## config.mk

```make
export PLATFORM = sky130hd
export DESIGN_NAME = fetch_sequencer
export DESIGN_NICKNAME = d
export VERILOG_FILES = /design/src/rtl/fetch_sequencer.sv
export SDC_FILE = /design/constraint.sdc
export NUM_CORES = 1
export LEC_CHECK = 0
export BUFFER_PORTS_ARGS = -buffer_cell sky130_fd_sc_hd__buf_2
export CAP_MARGIN = 5
export CORE_MARGIN = 4
export CORE_UTILIZATION = 55
export CTS_CLUSTER_SIZE = 24
export DETAILED_ROUTE_END_ITERATION = 8
export PLACE_DENSITY = 0.86
export SYNTH_ARGS = -nofsm -noshare
export SYNTH_HDL_FRONTEND = slang
export SYNTH_SLANG_ARGS = --single-unit
```

## constraint.sdc

```tcl
create_clock -name Clk -period 6.5 [get_ports Clk]
set_clock_uncertainty 0.1 [all_clocks]
set_input_delay 0.65 -clock Clk [delete_from_list [all_inputs] [get_ports Clk]]
set_output_delay 0.65 -clock Clk [all_outputs]
set_load 0.02 [all_outputs]
```

## src/rtl/fetch_sequencer.sv

```systemverilog
// fetch_sequencer: owns the program counter, drives the asynchronous-read
// instruction memory and registers each fetched word into IF/ID with a
// valid flag. Handles decode stalls, branch/jump redirects and a halt word.
module fetch_sequencer #(
  parameter logic [31:0] RESET_PC  = 32'h0000_0000,
  parameter logic [31:0] HALT_WORD = 32'hFFFF_FFFF
) (
  input  logic        Clk,
  input  logic        Rst,
  input  logic        Start,
  input  logic        Stall,
  input  logic        Redirect,
  input  logic [31:0] RedirectTarget,
  output logic [31:0] InstAddress,
  input  logic [31:0] InstData,
  output logic [31:0] InstrOut,
  output logic [31:0] PCPlus4Out,
  output logic        ValidOut,
  output logic        Halted,
  output logic        MisalignErr,
  output logic [31:0] FetchCount
);

  typedef enum logic [1:0] {
    ST_IDLE = 2'd0,
    ST_RUN  = 2'd1,
    ST_HALT = 2'd2
  } state_e;

  state_e      state_q, state_d;
  logic [31:0] pc_q, pc_d;
  logic [31:0] instr_q, instr_d;
  logic [31:0] pc_plus4_q, pc_plus4_d;
  logic        valid_q, valid_d;
  logic        misalign_q, misalign_d;
  logic [31:0] fetch_count_q, fetch_count_d;

  logic [31:0] pc_plus4;

  // The memory read is combinational, so the word for PC is on InstData now.
  assign InstAddress = pc_q;
  assign pc_plus4    = pc_q + 32'd4;

  assign InstrOut    = instr_q;
  assign PCPlus4Out  = pc_plus4_q;
  assign ValidOut    = valid_q;
  assign Halted      = (state_q == ST_HALT);
  assign MisalignErr = misalign_q;
  assign FetchCount  = fetch_count_q;

  // Next-state and IF/ID update: Redirect beats Stall beats a normal fetch.
  always_comb begin
    // NOTE: every _d starts as its _q so no path leaves a value unassigned;
    // a missing default here would infer a latch.
    state_d       = state_q;
    pc_d          = pc_q;
    instr_d       = instr_q;
    pc_plus4_d    = pc_plus4_q;
    valid_d       = valid_q;
    misalign_d    = misalign_q;
    fetch_count_d = fetch_count_q;

    unique case (state_q)
      ST_IDLE: begin
        valid_d = 1'b0;
        if (Start) begin
          state_d = ST_RUN;
          pc_d    = RESET_PC;
        end
      end

      ST_RUN: begin
        if (Redirect) begin
          // Flush the wrong-path word; low address bits are dropped.
          pc_d       = {RedirectTarget[31:2], 2'b00};
          valid_d    = 1'b0;
          instr_d    = 32'd0;
          pc_plus4_d = 32'd0;
          if (RedirectTarget[1:0] != 2'b00) begin
            misalign_d = 1'b1;
          end
        end else if (!Stall) begin
          instr_d       = InstData;
          pc_plus4_d    = pc_plus4;
          valid_d       = 1'b1;
          fetch_count_d = fetch_count_q + 32'd1;
          if (InstData == HALT_WORD) begin
            // Halt word is delivered and counted, but the PC stops on it.
            state_d = ST_HALT;
          end else begin
            pc_d = pc_plus4;
          end
        end
      end

      ST_HALT: begin
        if (Start) begin
          state_d = ST_RUN;
          pc_d    = RESET_PC;
          valid_d = 1'b0;
        end else if (!Stall) begin
          // Halt word stays visible only while decode is stalled on it.
          valid_d = 1'b0;
        end
      end

      default: begin
        state_d = ST_IDLE;
      end
    endcase
  end

  // State and IF/ID registers with immediate asynchronous clear.
  always_ff @(posedge Clk or posedge Rst) begin
    if (Rst) begin
      state_q       <= ST_IDLE;
      pc_q          <= RESET_PC;
      instr_q       <= 32'd0;
      pc_plus4_q    <= 32'd0;
      valid_q       <= 1'b0;
      misalign_q    <= 1'b0;
      fetch_count_q <= 32'd0;
    end else begin
      // NOTE: non-blocking assignments so every register samples the
      // pre-edge values regardless of statement order.
      state_q       <= state_d;
      pc_q          <= pc_d;
      instr_q       <= instr_d;
      pc_plus4_q    <= pc_plus4_d;
      valid_q       <= valid_d;
      misalign_q    <= misalign_d;
      fetch_count_q <= fetch_count_d;
    end
  end

endmodule

```

==> results.md, run 1 <==
- Clk buf depth: 2
- Final worst-path cycle share: 57.1%
- Area share of the largest cell type after synthesis: a little over half
- Drt first pass iters: 5
- Int Power: 1.67 mW
- Class of the worst hold path: primary input to async pin
- CP Launch Type: primary input
- Final core utilization: 71.7%
- Worst relative slew slack: between 10% and 20%
- Worst-path clk slew: roughly 0.05 ns
- Clk Latency, worst-skew pair: about 0.53 ns
- Clock Sinks: 129
- Synthesis Warnings: 0
- RSZ-0062 raised after global routing: no
- Mapped Area: 0.00610 mm^2
- Flop2flop setup slack: 3.22 ns
- Primary FF master, synth: dfrtp_1
- Async SR Flop Fraction: between 90% and 100%
- Max-cap viol count: 0
- PwrDens: 302 mW/mm^2
- Status: complete, no violations
- HPWL after DPL: around 13,000 um
- GRT Total Usage: 28.3%
- Yosys cell types: 50
- DR iter-0 viols: 522
- Slowest stage delay, CP: 1.09 ns
- Clock root buffer: clkbuf_8
- Number of global-route vias before repair: 5,573
- Seq pwr share: approximately two fifths
- H-tree level count: 4
- Vias post-DR: 5,581
- Syn_area_per_cell: 10.3 um^2
- # rows: 38
- Buf+Inv Stages, Crit Path: 3
- Buffers on Ports: 197
- Sw frac: between 20 and 30%
- CP cell instances: buf_2 > buf_4 > inv_1 > a21o_2 > a32o_1 > o21ai_0 > o21ai_0
- Register area: ~0.0032 mm^2
- Inst Count DP: 898
- Drt drc: 0
- Tightest Pin Transition: 1.24 ns
- Clk pwr share: 43.0%
- Delay-heaviest family, CP: compound AO/OA/AOI/OAI gates
- Post-route insts no fill: a little over 900
- Largest net degree at the start of global routing: a little over 80
- CP arrival: 4.05 ns
- Endpoint class of the critical path: flip-flop
- Largest family of logic cells by synthesized area: simple AND/OR/NAND/NOR gates
- Via/cell ratio: around 6.0
- Biggest area consumer among synthesized cells: dfrtp_1
- Final Slew Violations: 0
- Post-synthesis compound-gate area fraction: between 10% and 20%
- Post-synth EDFFs: 0
- Die H: approximately 110 um
- Leakage: 3.90 nW
- Switch Pwr: between 0.6 and 0.7 mW
- Global placement routability congestion: 0.943
- CTS tree: built
- WP data required: 6.84 ns
- Commonest cells after routing, fill and taps aside: 197 x buf_2, 129 x dfrtp_1, 77 x nand2_1
- Peak supply drop: 174 uV
- Multi-input logic area: 0.00269 mm^2
- Setup TNS: 0 ns
- CP max-delay cell: a32o_1
- Avg WL per Cell: 19.0 um
- Timing-limited maximum frequency: 269 MHz
- Clock buffer count from CTS: 17
- Post-CTS setup buffer count: 0
- Min Tclk post-route: 3.71 ns
- Num ports: 200
- Post-synthesis adder-cell area fraction: 0.410%
- ANT nets after route: 0
- Most used cell, CP: o21ai_0
- Cts hold-fix bufs: 0
- Fin. Hold Viols: 0
- Crit Path Category: primary input to flip-flop
- Mux cell area share after synthesis: under 10%
- Max FO, Critical Path: 66
- Total Nets Final: 848
- Grt total ovfl: 0
- Post-Synthesis Cells: ~590
- Combinational power share: 16.1%
- Pwr Total: 2.35 mW
- Endpoints failing setup: 0
- Area Overhead vs Synth: 27.3%
- Filler cells: 813
- Core ar.: roughly 0.011 mm^2
- Post-synthesis sequential area ratio: 52.9%
- Simple-gate share of the synthesized area: 19.1%
- Resize count post-CTS: 0
- First-pass GRT wire length: roughly 29,000 um
- Diodes inserted: 0
- Share of cells above drive strength 1: a little under a third
- Initial antenna violation count: 0
- #FFs+latches synth: 129
- Initial Util: 56.3%
- Main area contributors after synthesis: dfrtp_1 53%, a22o_1 6.6%, xnor2_1 5.3%
- Die ar.: between 0.01 and 0.015 mm^2
- Die X: 113 um
- WL final: 17,700 um
- Synth Area in XOR/XNOR: around 7.2%
- Commonest non-fill, non-tap cell in the layout: buf_2
-- routing by layer --
metal | vias to the layer above | share of wire (%) | track usage (%) | wire length (um)
met5 | - | 0 | 0 | 0
met4 | 0 | 3.4 | 11.5 | 593
met3 | 54 | 8.6 | 6.79 | 1520
met2 | 289 | 48 | 44.9 | 8420
met1 | 2708 | 40 | 37.7 | 7130
li1 | 2530 | - | - | -
-- registers in the layout (all words and copies together), names as in the netlist --
signal,cells
InstAddress,30
ValidOut,1
state_q,2
FetchCount,32
InstrOut,32
PCPlus4Out,31
MisalignErr,1
-- Yosys cell counts (3+ instances only) --
master    instances
nor2_1           14
o22ai_1           3
xnor2_1          37
nand2_1          77
inv_1            11
o31a_1            6
and4_1            9
nor3_1           10
nand2b_1         13
nor4_1           12
clkbuf_1         29
mux2i_1           7
o31ai_1          11
dfrtp_1         129
a21oi_1           6
a31oi_1           4
and2_1            4
and3_1           11
a22o_1           46
o21ai_0          47
xor2_1           13
buf_4             3
nand4_1          30
nand3_1          23
-- power groups by stage --
stage	sequential [mW]	combinational [mW]	clock [mW]
finish	0.962	0.377	1.01
global placement	0.964	0.366	0
floorplan	1.03	0.158	0
CTS	0.958	0.379	1.02
global route	0.973	0.409	1.06
detailed placement	0.970	0.377	0
-- final cells by class --
cell class,instances,share of cell area [%]
inverters,11,0.563
well taps,140,2.25
flip-flops and latches,129,41.5
clock buffers,19,5.55
multi-input cells,417,34.6
repair buffers,201,13.1
clock inverters,12,2.43
-- final timing paths --
| kind | endpoint | cells after the start | startpoint |
|---|---|---|---|
| worst min-delay path | InstrOut[12] | 2 | Rst |
| worst max register to register | InstAddress[28] | 5 | state_q[1] |
| worst min register to register | FetchCount[31] | 1 | FetchCount[31] |
| min in group Clk | InstrOut[23] | 2 | InstData[23] |
| worst max-delay path | InstAddress[28] | 7 | Redirect |
| max in group asynchronous | InstAddress[21] | 3 | Rst |
-- worst register-to-register path, cell delays in order, from the launching register on --
cell	delay, ns
dfrtp_1	0.47
nand2b_1	0.24
a21o_2	0.94
a32o_1	1.10
o21ai_0	0.22
o21ai_0	0.13
-- stage by stage --
step	setup slack, ns	hold slack (ns)	area [um^2]
4_1_cts	2.91	0.226	7770
6_report	2.79	0.248	7770
2_1_floorplan	2.31	0.478	6110
3_3_place_gp	2.46	0.353	7150
5_1_grt	2.49	0.235	7770
3_5_place_dp	2.37	0.358	7150
-- cell families after synthesis --
| kind of cell | Yosys count |
|---|---|
| muxes | 9 |
| buffers and inverters | 47 |
| DFF | 129 |
| other | 1 |
| adders and majority gates | 2 |
| xor gates and xnor gates | 50 |
| and+or+nand+nor | 217 |
| AOI/OAI and AO/OA | 137 |
Note: power is estimated with default switching activity, not from simulation.
==> inputs of run 2 (changes only) <==
CORE_UTILIZATION = 51   (was 55)
PLACE_DENSITY = 0.8   (was 0.86)
clock period = 3.5 ns   (was 6.5 ns; I/O delays follow)
==> results.md, run 2 (same netlist as run 1, synthesis figures left out) <==
- Resize count post-CTS: 0 (unchanged)
- Status: complete, no violations
- DR iter-0 viols: 472 (-9.6%)
- Final Slew Violations: 0 (unchanged)
- Leakage: 3.87 nW (-0.67%)
- Clk Latency, worst-skew pair: 0.41 ns (-0.12 ns)
- ANT nets after route: 0 (unchanged)
- RSZ-0062 raised after global routing: no
- Clock buffer count from CTS: 17 (unchanged)
- Tightest Pin Transition: 0.696 ns (-0.547 ns)
- HPWL after DPL: 12,900 um (+3.2%)
- Drt drc: 0 (unchanged)
- Reg-to-reg endpoint: InstAddress[22]
- Endpoints failing setup: 0 (unchanged)
- Initial antenna violation count: 1 (+1)
- Class of the worst hold path: primary input to flip-flop
- Final worst-path cycle share: 69.2%
- Core ar.: 0.0116 mm^2 (+6.7%)
- Via/cell ratio: 5.93 (-1.2%)
- Grt total ovfl: 0 (unchanged)
- # rows: 39 (+2.6%)
- Max-cap viol count: 0 (unchanged)
- Total Nets Final: 854 (+0.71%)
- Final core utilization: 66.9% (-4.8 points)
- CP arrival: 2.59 ns (-1.46 ns)
- Share of cells above drive strength 1: 30.1% (-0.29 points)
- Pwr Total: 4.06 mW (+73%)
- Clk buf depth: 2 (unchanged)
- Die H: 117 um (+3.6%)
- Worst-path clk slew: 0.05 ns (about the same)
- Seq pwr share: 43.9% (+2.9 points)
- Die X: 117 um (+3.6%)
- Initial Util: 52.8% (-3.5 points)
- Drt first pass iters: 5 (unchanged)
- Min Tclk post-route: between 2 and 2.5 ns
- Commonest non-fill, non-tap cell in the layout: buf_2
- Worst setup path end: InstAddress[22]
- First-pass GRT wire length: 29,500 um (+2.4%)
- Buffers on Ports: 197 (unchanged)
- Switch Pwr: 1.19 mW (+76%)
- Clk pwr share: 38.7% (-4.3 points)
- Number of global-route vias before repair: 5,585 (+0.22%)
- Endpoint class of the critical path: flip-flop
- Critical Path Source: InstAddress[2]
- Timing-limited maximum frequency: 413 MHz
- Combinational power share: 17.3% (+1.2 points)
- GRT Total Usage: 26.5% (-1.8 points)
- CTS tree: built
- Register-to-Register Path Depth: 6 (+1)
- Setup TNS: 0 ns (unchanged)
- Avg WL per Cell: 19.1 um (+0.44%)
- WL final: 17,800 um (+0.98%)
- WP data required: 3.67 ns (-3.17 ns)
- Die ar.: 0.0138 mm^2 (+7.3%)
- CP Launch Type: flip-flop
- RR Startpoint: InstAddress[2]
- Worst relative slew slack: 53.2% (+36 points)
- Area Overhead vs Synth: 26.8%
- Flop2flop setup slack: 1.08 ns (-2.14 ns)
- Largest net degree at the start of global routing: 60 (-26%)
- Peak supply drop: 288 uV (+65%)
- Sw frac: 29.3% (+0.56 points)
- Max FO, Critical Path: 8 (-88%)
- Int Power: 2.87 mW (+72%)
- Commonest cells after routing, fill and taps aside: 197 x buf_2, 129 x dfrtp_1, 77 x nand2_1
- Vias post-DR: 5,541 (-0.72%)
- Fin. Hold Viols: 0 (unchanged)
- Clock root buffer: clkbuf_16
- PwrDens: 525 mW/mm^2 (+74%)
- Clock Sinks: 129 (unchanged)
- Crit Path Category: flip-flop to flip-flop
- Global placement routability congestion: 1.12 (+19%)
- Num ports: 200 (unchanged)
- H-tree level count: 4 (unchanged)
-- run 2: worst max-delay path, stage by stage (launching register included) --
cell and delay, ns:
dfrtp_1 0.46, ha_1 0.25, nand4_1 0.21, nor4_2 0.57, a21boi_0 0.25, o31ai_1 0.30
o21ai_0 0.14
-- run 2: repair_timing --
item	in CTS	in global routing
hold endpoints to repair	29	0
hold buffers	1	0
buffers inserted	0	0
-- run 2: worst min path at each step --
stage,from,to,cells past startpoint
floorplan,InstData[0],InstrOut[0],1
global placement,FetchCount[31],FetchCount[31],1
detailed placement,FetchCount[31],FetchCount[31],1
CTS,InstData[19],InstrOut[19],2
global route,InstData[20],InstrOut[20],2
finish,InstData[19],InstrOut[19],2
-- run 2: power by group through the flow --
stage          registers, mW  clock network, mW  logic (mW)
6_report                1.78               1.57       0.705
5_1_grt                 1.80               1.67       0.766
3_5_place_dp            1.80                  0       0.705
4_1_cts                 1.78               1.60       0.708
3_3_place_gp            1.79                  0       0.691
2_1_floorplan           1.92                  0       0.293
-- run 2: layout make-up --
class / count / area (um^2)
fill: 918 / 3820
sequential: 129 / 3230
multi-input combinational: 417 / 2690
timing repair buffer: 207 / 1080
clock buffer: 26 / 519
tap: 143 / 179
inverter: 11 / 45.0
antenna: 1 / 2.50
-- run 2: per-layer routing --
| layer | global-route usage, % | part of all wire [%] |
|---|---|---|
| met1 | 34.1 | 41 |
| met2 | 42.8 | 48 |
| met3 | 6.50 | 8.3 |
| met4 | 11.4 | 3.1 |
| met5 | 0 | 0 |
-- run 2: through the flow --
step / cell area, um^2 / setup WS [ns] / hold WS, ns / cells
floorplan: 6110 / 1.28 / 0.383 / 593
global placement: 7210 / 1.25 / 0.355 / 906
detailed placement: 7210 / 1.20 / 0.352 / 906
CTS: 7740 / 1.20 / 0.0553 / 933
global route: 7740 / 0.901 / 0.0686 / 934
finish: 7740 / 1.08 / 0.0720 / 934
